### src/rtl/serial_sub2_pkg.sv
// ---------------------------------------------------------------------------
// serial_sub2_pkg
//
// Shared definitions for the two-bits-per-cycle serial subtractor:
//   - DEFAULT_WIDTH : default operand/result width
//   - state_t       : controller state encoding (IDLE, RUN, FIN)
//   - cnt_width()   : width of the digit counter for a given operand width
// ---------------------------------------------------------------------------
package serial_sub2_pkg;

  localparam int DEFAULT_WIDTH = 8;

  typedef enum logic [1:0] {
    IDLE = 2'd0,
    RUN  = 2'd1,
    FIN  = 2'd2
  } state_t;

  // The counter runs from WIDTH/2-1 down to 0. For a single digit
  // (WIDTH=2) $clog2 would give zero bits, so keep at least one bit.
  function automatic int cnt_width(input int width);
    return ((width / 2) > 1) ? $clog2(width / 2) : 1;
  endfunction

endpackage

### src/rtl/serial_sub2_sub_slice2.sv
// ---------------------------------------------------------------------------
// sub_slice2
//
// Combinational 2-bit ripple slice used by serial_sub2. The subtrahend
// arrives already inverted, so with cin=1 on the first digit this adds
// a + ~b + 1 = a - b one digit at a time.
//
// Ports:
//   a      in  [1:0]  minuend digit
//   b_inv  in  [1:0]  inverted subtrahend digit
//   cin    in         carry into bit 0 of the digit
//   s      out [1:0]  sum digit
//   c_mid  out        carry from bit 0 into bit 1
//   cout   out        carry out of bit 1
// ---------------------------------------------------------------------------
module sub_slice2
  import serial_sub2_pkg::*;
(
  input  logic [1:0] a,
  input  logic [1:0] b_inv,
  input  logic       cin,
  output logic [1:0] s,
  output logic       c_mid,
  output logic       cout
);

  logic p0;
  logic p1;

  // Propagate terms for each bit position.
  assign p0 = a[0] ^ b_inv[0];
  assign p1 = a[1] ^ b_inv[1];

  // Bit 0 full adder. Its carry is exported separately because on the
  // most significant digit it is the carry into the MSB, which the
  // controller needs for signed overflow.
  assign s[0]  = p0 ^ cin;
  assign c_mid = (a[0] & b_inv[0]) | (cin & p0);

  // Bit 1 full adder, chained from bit 0.
  assign s[1] = p1 ^ c_mid;
  assign cout = (a[1] & b_inv[1]) | (c_mid & p1);

endmodule

### src/rtl/serial_sub2.sv
// ---------------------------------------------------------------------------
// serial_sub2
//
// Multi-cycle subtractor computing diff = a - b (mod 2^WIDTH), two bits
// per clock. The operation is a + ~b + 1, performed LSB digit first by a
// 2-bit ripple slice with the carry held in a register between digits.
//
// Handshake: start is sampled in IDLE or FIN. The accept edge loads the
// operands and clears the previous results. busy is high while digits are
// processed, and done pulses for one cycle when the results are ready.
// Results are held until the next accept.
//
// Parameters:
//   WIDTH   operand/result width, even and >= 2
//
// Ports:
//   clk     in               rising-edge clock
//   rst     in               asynchronous reset, active-high
//   start   in               operation request
//   a       in  [WIDTH-1:0]  minuend, captured on accept
//   b       in  [WIDTH-1:0]  subtrahend, captured on accept
//   busy    out              high while processing digits
//   done    out              one-cycle pulse when results become valid
//   diff    out [WIDTH-1:0]  a - b mod 2^WIDTH
//   borrow  out              unsigned a < b
//   ovf     out              signed overflow of a - b
//   zero    out              diff == 0
// ---------------------------------------------------------------------------
module serial_sub2
  import serial_sub2_pkg::*;
#(
  parameter int WIDTH = DEFAULT_WIDTH
) (
  input  logic             clk,
  input  logic             rst,
  input  logic             start,
  input  logic [WIDTH-1:0] a,
  input  logic [WIDTH-1:0] b,
  output logic             busy,
  output logic             done,
  output logic [WIDTH-1:0] diff,
  output logic             borrow,
  output logic             ovf,
  output logic             zero
);

  localparam int CW = cnt_width(WIDTH);
  localparam logic [CW-1:0] LAST_DIGIT = CW'(WIDTH / 2 - 1);

  // Refuse to build for odd or too-small widths; the digit loop assumes
  // WIDTH splits exactly into 2-bit digits.
  generate
    if ((WIDTH < 2) || ((WIDTH % 2) != 0)) begin : g_bad_width
      $error("serial_sub2: WIDTH must be even and at least 2");
    end
  endgenerate

  state_t           state;
  logic [WIDTH-1:0] op_a;
  logic [WIDTH-1:0] op_b;
  logic [WIDTH-1:0] res;
  logic [CW-1:0]    cnt;
  logic             carry;

  logic [1:0]       slice_s;
  logic             slice_cmid;
  logic             slice_cout;
  logic [WIDTH-1:0] res_shift;

  // One digit of the subtraction: low two bits of each operand register
  // plus the carry left over from the previous digit.
  sub_slice2 u_slice (
    .a     (op_a[1:0]),
    .b_inv (op_b[1:0]),
    .cin   (carry),
    .s     (slice_s),
    .c_mid (slice_cmid),
    .cout  (slice_cout)
  );

  // Result register after this digit: everything moves down by two and
  // the new digit enters at the top. After WIDTH/2 digits the first
  // digit has reached bit 0. Written as shift-and-or so it also works
  // for WIDTH=2, where the whole result is a single digit.
  assign res_shift = (res >> 2) | (WIDTH'(slice_s) << (WIDTH - 2));

  // Controller, operand/result shift registers and all registered outputs.
  // done defaults low every cycle so it can only ever be a one-cycle pulse.
  // Accepting a new operation clears the visible results so stale values
  // cannot be mistaken for the new ones while busy is high.
  always_ff @(posedge clk or posedge rst) begin
    if (rst) begin
      state  <= IDLE;
      op_a   <= '0;
      op_b   <= '0;
      res    <= '0;
      cnt    <= '0;
      carry  <= 1'b0;
      busy   <= 1'b0;
      done   <= 1'b0;
      diff   <= '0;
      borrow <= 1'b0;
      ovf    <= 1'b0;
      zero   <= 1'b1;
    end else begin
      done <= 1'b0;
      case (state)
        IDLE, FIN: begin
          if (start) begin
            op_a   <= a;
            op_b   <= ~b;
            res    <= '0;
            carry  <= 1'b1;
            cnt    <= LAST_DIGIT;
            busy   <= 1'b1;
            diff   <= '0;
            borrow <= 1'b0;
            ovf    <= 1'b0;
            zero   <= 1'b0;
            state  <= RUN;
          end else begin
            state <= IDLE;
          end
        end

        RUN: begin
          op_a  <= op_a >> 2;
          op_b  <= op_b >> 2;
          res   <= res_shift;
          carry <= slice_cout;
          if (cnt == '0) begin
            // Last digit: the carry out is the inverted borrow, and the
            // carry into the MSB disagreeing with the carry out of it
            // means the signed result does not fit.
            diff   <= res_shift;
            borrow <= ~slice_cout;
            ovf    <= slice_cout ^ slice_cmid;
            zero   <= (res_shift == '0);
            busy   <= 1'b0;
            done   <= 1'b1;
            state  <= FIN;
          end else begin
            cnt <= cnt - CW'(1);
          end
        end

        default: begin
          busy  <= 1'b0;
          state <= IDLE;
        end
      endcase
    end
  end

endmodule

### config.mk
export PLATFORM = sky130hd
export DESIGN_NAME = serial_sub2
export DESIGN_NICKNAME = d
export VERILOG_FILES = /design/src/rtl/serial_sub2_pkg.sv /design/src/rtl/serial_sub2_sub_slice2.sv /design/src/rtl/serial_sub2.sv
export SDC_FILE = /design/constraint.sdc
export NUM_CORES = 1
export LEC_CHECK = 0
export CELL_PAD_IN_SITES_DETAIL_PLACEMENT = 1
export CELL_PAD_IN_SITES_GLOBAL_PLACEMENT = 1
export CORE_MARGIN = 2
export CORE_UTILIZATION = 43
export CTS_CLUSTER_SIZE = 14
export DETAILED_ROUTE_END_ITERATION = 8
export GPL_ROUTABILITY_DRIVEN = 0
export PLACE_DENSITY = 0.9
export SYNTH_ARGS = -nofsm -noshare
export SYNTH_HDL_FRONTEND = slang
export SYNTH_SLANG_ARGS = --single-unit
### constraint.sdc
create_clock -name clk -period 2.7 [get_ports clk]
set_clock_uncertainty 0.1 [all_clocks]
set_input_delay 0.81 -clock clk [delete_from_list [all_inputs] [get_ports clk]]
set_output_delay 0.81 -clock clk [all_outputs]
set_load 0.1 [all_outputs]
* Yosys cells after proc, flatten, opt, wreduce, memory -nomap -nowiden
Cells that the tools add are included.
** Cells by class
- Add/subtract/negate cells :: 1
- Eq/ne operators :: 5
- Muxes and demuxes :: 27
- Bitwise logic cells :: 14
- Reductions and logical operators :: 9
** Operator list (count)
- 8-bit one-hot mux with 2 select lines :: 4
- 8-bit two-way mux :: 4
- 1-bit one-hot mux with 2 select lines :: 5
- 1-bit two-way mux :: 9
- 8-bit zero test :: 1
- 8-bit inverter :: 1
- 6-bit by 8-bit bitwise OR with 8-bit output :: 1
- 2-bit one-hot mux with 2 select lines :: 2
- 2-bit two-way mux :: 3
- 2-bit != test, second input constant :: 3
- 3-bit AND reduction :: 2
- 1-bit bitwise XOR :: 5
- 1-bit AND :: 4
- 2-bit zero test :: 2
- 2-bit AND reduction :: 2
- 2-bit by 1-bit == test with 1-bit output, second input constant :: 1
- 2-bit == test, second input constant :: 1
- 1-bit bitwise OR :: 2
- 2-bit nonzero test :: 1
- 2-bit OR reduction :: 1
- 2-bit by 1-bit subtractor with 2-bit output, second input constant :: 1
- 1-bit inverter :: 1
** Word-level totals
- Flip-flop bits (word level) :: 42
- Input port bits :: 19
- Output and inout port bits :: 13
- Word-level logic and storage cells :: 68

* Logic depth before layout (Yosys ltp)
- Word-level depth :: 8
- Gate-level depth with buffers :: 6
- Gate-level depth less buffers :: 5

* Cells and area by module
A second synthesis with hierarchy kept.
** Unflattened totals
- Cells, all modules :: 168
- Area, all modules :: 1750.4 um^2
** By module, submodules not included
- serial_sub2 :: instances 1, cells each 166, area each 1710.4 um^2, seq. area each 1002.2 um^2
- sub_slice2 :: instances 1, cells each 2, area each 40.0 um^2, seq. area each 0.0 um^2

* Worst setup path before layout
Ideal clock, no wire load.
- Path type :: register to register
- Start point :: register op_a[0]
- End point :: register zero
- Library setup time :: 72 ps
- Arrival :: 1653 ps
- Required time :: 2528 ps
- Setup slack :: 875 ps
- Cell stages (with the launch flop) :: 6
- Path buffers :: 0
- Clock period less this slack :: 1825 ps
- Cell sequence :: dfrtp_1 > fa_1 > fa_1 > nor4_1 > nand2_1 > o21ai_1
** On the way
- Word-level cells in the longest chain between the ends :: 8
- Elaborated cells on any way between the ends :: 10
- Those cells by class :: 2 x mux; 7 x bitwise; 1 x reduce/logical
** Ends and longest elaborated chain
- start: declaration :: line serial_sub2.sv:59 : logic [WIDTH-1:0] op_a;
- start signal: assignment :: line serial_sub2.sv:127 : op_a <= op_a >> 2;
- 1-bit bitwise XOR :: line serial_sub2_sub_slice2.sv:31 : assign p0 = a[0] ^ b_inv[0];
- 1-bit AND :: line serial_sub2_sub_slice2.sv:38 : assign c_mid = (a[0] & b_inv[0]) | (cin & p0);
- 1-bit bitwise OR :: line serial_sub2_sub_slice2.sv:38
- 1-bit bitwise XOR :: line serial_sub2_sub_slice2.sv:41 : assign s[1] = p1 ^ c_mid;
- 6-bit by 8-bit bitwise OR with 8-bit output * :: line serial_sub2.sv:85 : assign res_shift = (res >> 2) | (WIDTH'(slice_s) << (WIDTH - 2));
- 8-bit zero test * :: line serial_sub2.sv:138 : zero <= (res_shift == '0);
- 1-bit two-way mux * :: line serial_sub2.sv:131 : if (cnt == '0) begin
- 1-bit one-hot mux with 2 select lines * :: line serial_sub2.sv:107 : case (state)
- end signal: assignment :: line serial_sub2.sv:138
- end: declaration :: line serial_sub2.sv:44 : output logic zero
Mark *: on every way between the ends. The rest lies on a longest branch, timed or not. The select of a mux whose other input is x is not followed.
A chain may end at the register's enable or synchronous reset.

* Worst setup path after layout
- Start point :: input port start
- End point :: register diff[6]
** On the way
- Word-level cells in the longest chain between the ends :: 2
** Ends and longest elaborated chain
- start: declaration :: line serial_sub2.sv:36 : input logic start,
- 2-bit != test (no line)
- 3-bit AND reduction (no line)
- end signal: assignment :: line serial_sub2.sv:135 : diff <= res_shift;
- end: declaration :: line serial_sub2.sv:41 : output logic [WIDTH-1:0] diff,
No other way between the ends.

==> summary.txt <==
Run status
  – Outcome: completed

Power
  – Combinational share of power: 52.6%
  – Switching Share: 49.4%
  – Clock Power Share: 13.3%
  – Worst-case vdd ir drop: 0.623 mV
  – Flop pwr share: 34.1%
  – Internal: about 1.6 mW
  – Sw power: 1.52 mW
  – Leak: 0.981 nW
  – Power per cell area: 1420 nW/um2

Cells and area
  – Share of post-route cells with drive strength above 1: 15.3%
  – # fillers: 455
  – Nets: about 220
  – Most frequent cells in the layout: 39 x dfrtp_1, 30 x nand2_1, 18 x clkdlybuf4s50_1
  – Antenna cells: 0
  – Most common cell after layout, fill and taps aside: dfrtp_1
  – Area Overhead vs Synth: 21.9%

Clocking
  – H-tree level count: 2
  – TritonCTS clock tree: yes
  – Setup repair bufs after CTS: 0
  – Root Driver: clkbuf_8
  – CTS Hold Bufs: 0
  – Clock buffer depth: 2
  – Clk_lat worst skew: 0.30 ns
  – Clock transition at path regs: about 0.08 ns
  – Clock sinks: 40
  – CTS resizes: 0
  – Number of CTS-inserted buffers: 5

Synth
  – Cell area after synthesis: 1770 um2
  – Seq/Total Area, Yosys: 56.6%
  – Mapped Nets: 191
  – Synthesized area per cell: 10.5 um2
  – FF+latch count, synth: 40
  – Leading area contributor after synthesis: dfrtp_1
  – Yosys cell types: 31
  – Mapped Cells: 169
  – Yosys warnings: 0
  – Largest cells by area after synthesis: dfrtp_1 55%, nand2_1 6.4%, a22o_1 4.0%
  – Top cell type's share of synthesized area: a little under three fifths

Worst setup path
  – Critical Path RT: 2.76 ns
  – Worst path cell trace: clkdlybuf4s50_1 -> and2b_4 -> a21oi_2 -> o21ai_0
  – Reg2reg start: op_a[0]$_DFFE_PP0P_
  – Crit-path max FO: 13
  – Startpoint Class: primary input
  – Setup crit end kind: register
  – Worst Path Class, Setup: in -> reg
  – Crit path DAT: 2.13 ns
  – Crit-path slowest cell: clkdlybuf4s50_1
  – Max stage delay on crit path: 0.52 ns
  – CP startpoint: start

Timing
  – Hold slack: 0.385 ns
  – Hold Vio Cnt, Final: 0
  – Setup TNS: 0 ns
  – Final Slew Violations: 0
  – Fin crit period: 2.07 ns
  – Fin crit share: 76.8%
  – Least-Margin Pin Slew: 0.491 ns
  – RSZ-0062 raised after global routing: no
  – Slew margin rel.: between 60% and 70%
  – Fmax: slightly below 500 MHz
  – Final setup viols: 0

Routing
  – Metal-1 WL: 1830 um
  – Avg Vias per Cell: between 5 and 6
  – DRC: 0
  – DR pass1 iterations: 4
  – Wire length on met3: 199 um
  – DR vias: 1370
  – ANT nets after route: 0
  – WL per Instance: about 17 um
  – DRT iter0 DRCs: 59
  – Routed WL: approximately 4200 um
  – Top layer used by detailed routing: met4
  – WL met2: slightly above 2000 um

GRT
  – First-pass GRT wire length: 7060 um
  – Vias in the first global route: 1442
  – Overflow after GRT: 0
  – Initial antenna violation count: 0
  – GRT Overall Usage: 21.7%
  – Largest net degree at the start of global routing: 41

Die
  – Core area: a little under 4000 um2
  – Die ar.: 4650 um2
  – I/O Pins: 32
  – Initial Util: 44.6%
  – Row count: 23
  – DIE WIDTH: 68.2 um
  – Die span in y: a little under 70 um

Placement
  – DP Wirelength: 2920 um
  – Port bufs: 31

Run
  – Max cap viols: 0

Hold path
  – Hold_sp: zero$_DFFE_PP1P_
  – Worst Hold Class: reg -> reg
-- power by group through the flow --
stage,Combinational [mW],Sequential (mW),Clock [mW]
6_report,1.61,1.05,0.408
5_1_grt,1.75,1.08,0.449
4_1_cts,1.63,1.05,0.418
3_5_place_dp,1.62,1.05,0
3_3_place_gp,1.54,1.03,0
2_1_floorplan,0.818,1.50,0
-- worst max-delay path, delay by kind of cell --
| family | cells | cell delay, ns |
|---|---|---|
| buffers and inverters | 1 | 0.52 |
| AND/OR/NAND/NOR | 1 | 0.29 |
| AO/OA/AOI/OAI | 2 | 0.50 |
-- flip-flops by register name, indices dropped and copies added, names as in the netlist --
signal / cells
busy: 1
cnt: 2
state: 2
ovf: 1
borrow: 1
op_a: 8
diff: 8
zero: 1
op_b: 8
done: 1
res: 6
carry: 1
-- worst paths after layout --
| path | to | slack [ns] | cells after the start |
|---|---|---|---|
| hold reg to reg | zero$_DFFE_PP1P_ | 0.38 | 2 |
| setup / recovery | diff[6]$_DFFE_PP0P_ | 0.63 | 4 |
| min in group asynchronous | res[5]$_DFFE_PP0P_ | 0.82 | 3 |
| max in group asynchronous | zero$_DFFE_PP1P_ | 1.32 | 3 |
| setup reg to reg | zero$_DFFE_PP1P_ | 0.67 | 5 |
| hold / removal | zero$_DFFE_PP1P_ | 0.38 | 2 |
-- final cells by class --
type                       instances  area (um2)  area share [%]
clock buffer                       8        90.1            4.17
inverter                           5        18.8           0.869
multi-input combinational        114         678            31.4
sequential                        40        1000            46.4
tap                               50        62.6            2.90
timing repair buffer              35         308            14.3
-- metal layers --
| layer | global-route usage [%] | vias up |
|---|---|---|
| met3 | 6.91 | 8 |
| met2 | 34.6 | 30 |
| met4 | 9.75 | 0 |
| li1 | - | 645 |
| met5 | 0 | - |
| met1 | 27.0 | 687 |
-- Yosys cell counts --
library cell	n
nand2b_1	1
and2b_4	1
nor3b_2	1
mux2_1	1
a21oi_2	1
a31oi_1	6
dfrtp_1	39
nor2_4	1
o21ai_1	7
nand2b_2	1
nand3b_2	1
buf_2	4
a22o_1	8
xnor2_1	1
nor2_1	8
nor3b_1	6
nor4_1	2
ha_1	1
o31ai_1	1
nand2_1	30
o2bb2ai_1	2
buf_4	4
fa_1	2
dfstp_2	1
a21oi_1	8
nor2b_4	1
buf_6	2
nand3_1	10
nor3_1	3
o21ai_0	10
inv_1	5
-- metrics by stage --
step | utilization [%] | setup WS, ns | instances | total power [mW] | area [um2]
4_1_cts | 54.4 | 0.641 | 252 | 3.09 | 2160
2_1_floorplan | - | 0.874 | 169 | 2.32 | 1770
5_1_grt | 54.4 | 0.561 | 252 | 3.28 | 2160
3_3_place_gp | 52.1 | 0.447 | 244 | 2.57 | 2070
6_report | 54.4 | 0.626 | 252 | 3.07 | 2160
3_5_place_dp | 52.1 | 0.345 | 244 | 2.67 | 2070
-- logic make-up (layout without fill, tap and decap cells) --
| logic type | after synthesis | count (layout) | synth area share, % |
|---|---|---|---|
| AND/OR/NAND/NOR | 66 | 66 | 19.1 |
| multiplexers | 1 | 1 | 0.636 |
| flip-flops | 40 | 40 | 56.6 |
| buffers and inverters | 15 | 48 | 5.16 |
| XOR/XNOR | 1 | 1 | 0.494 |
| adder cells (fa/ha/maj) | 3 | 3 | 2.97 |
| AO/OA/AOI/OAI | 43 | 43 | 15.0 |
Power figures use the tool's default switching activity.
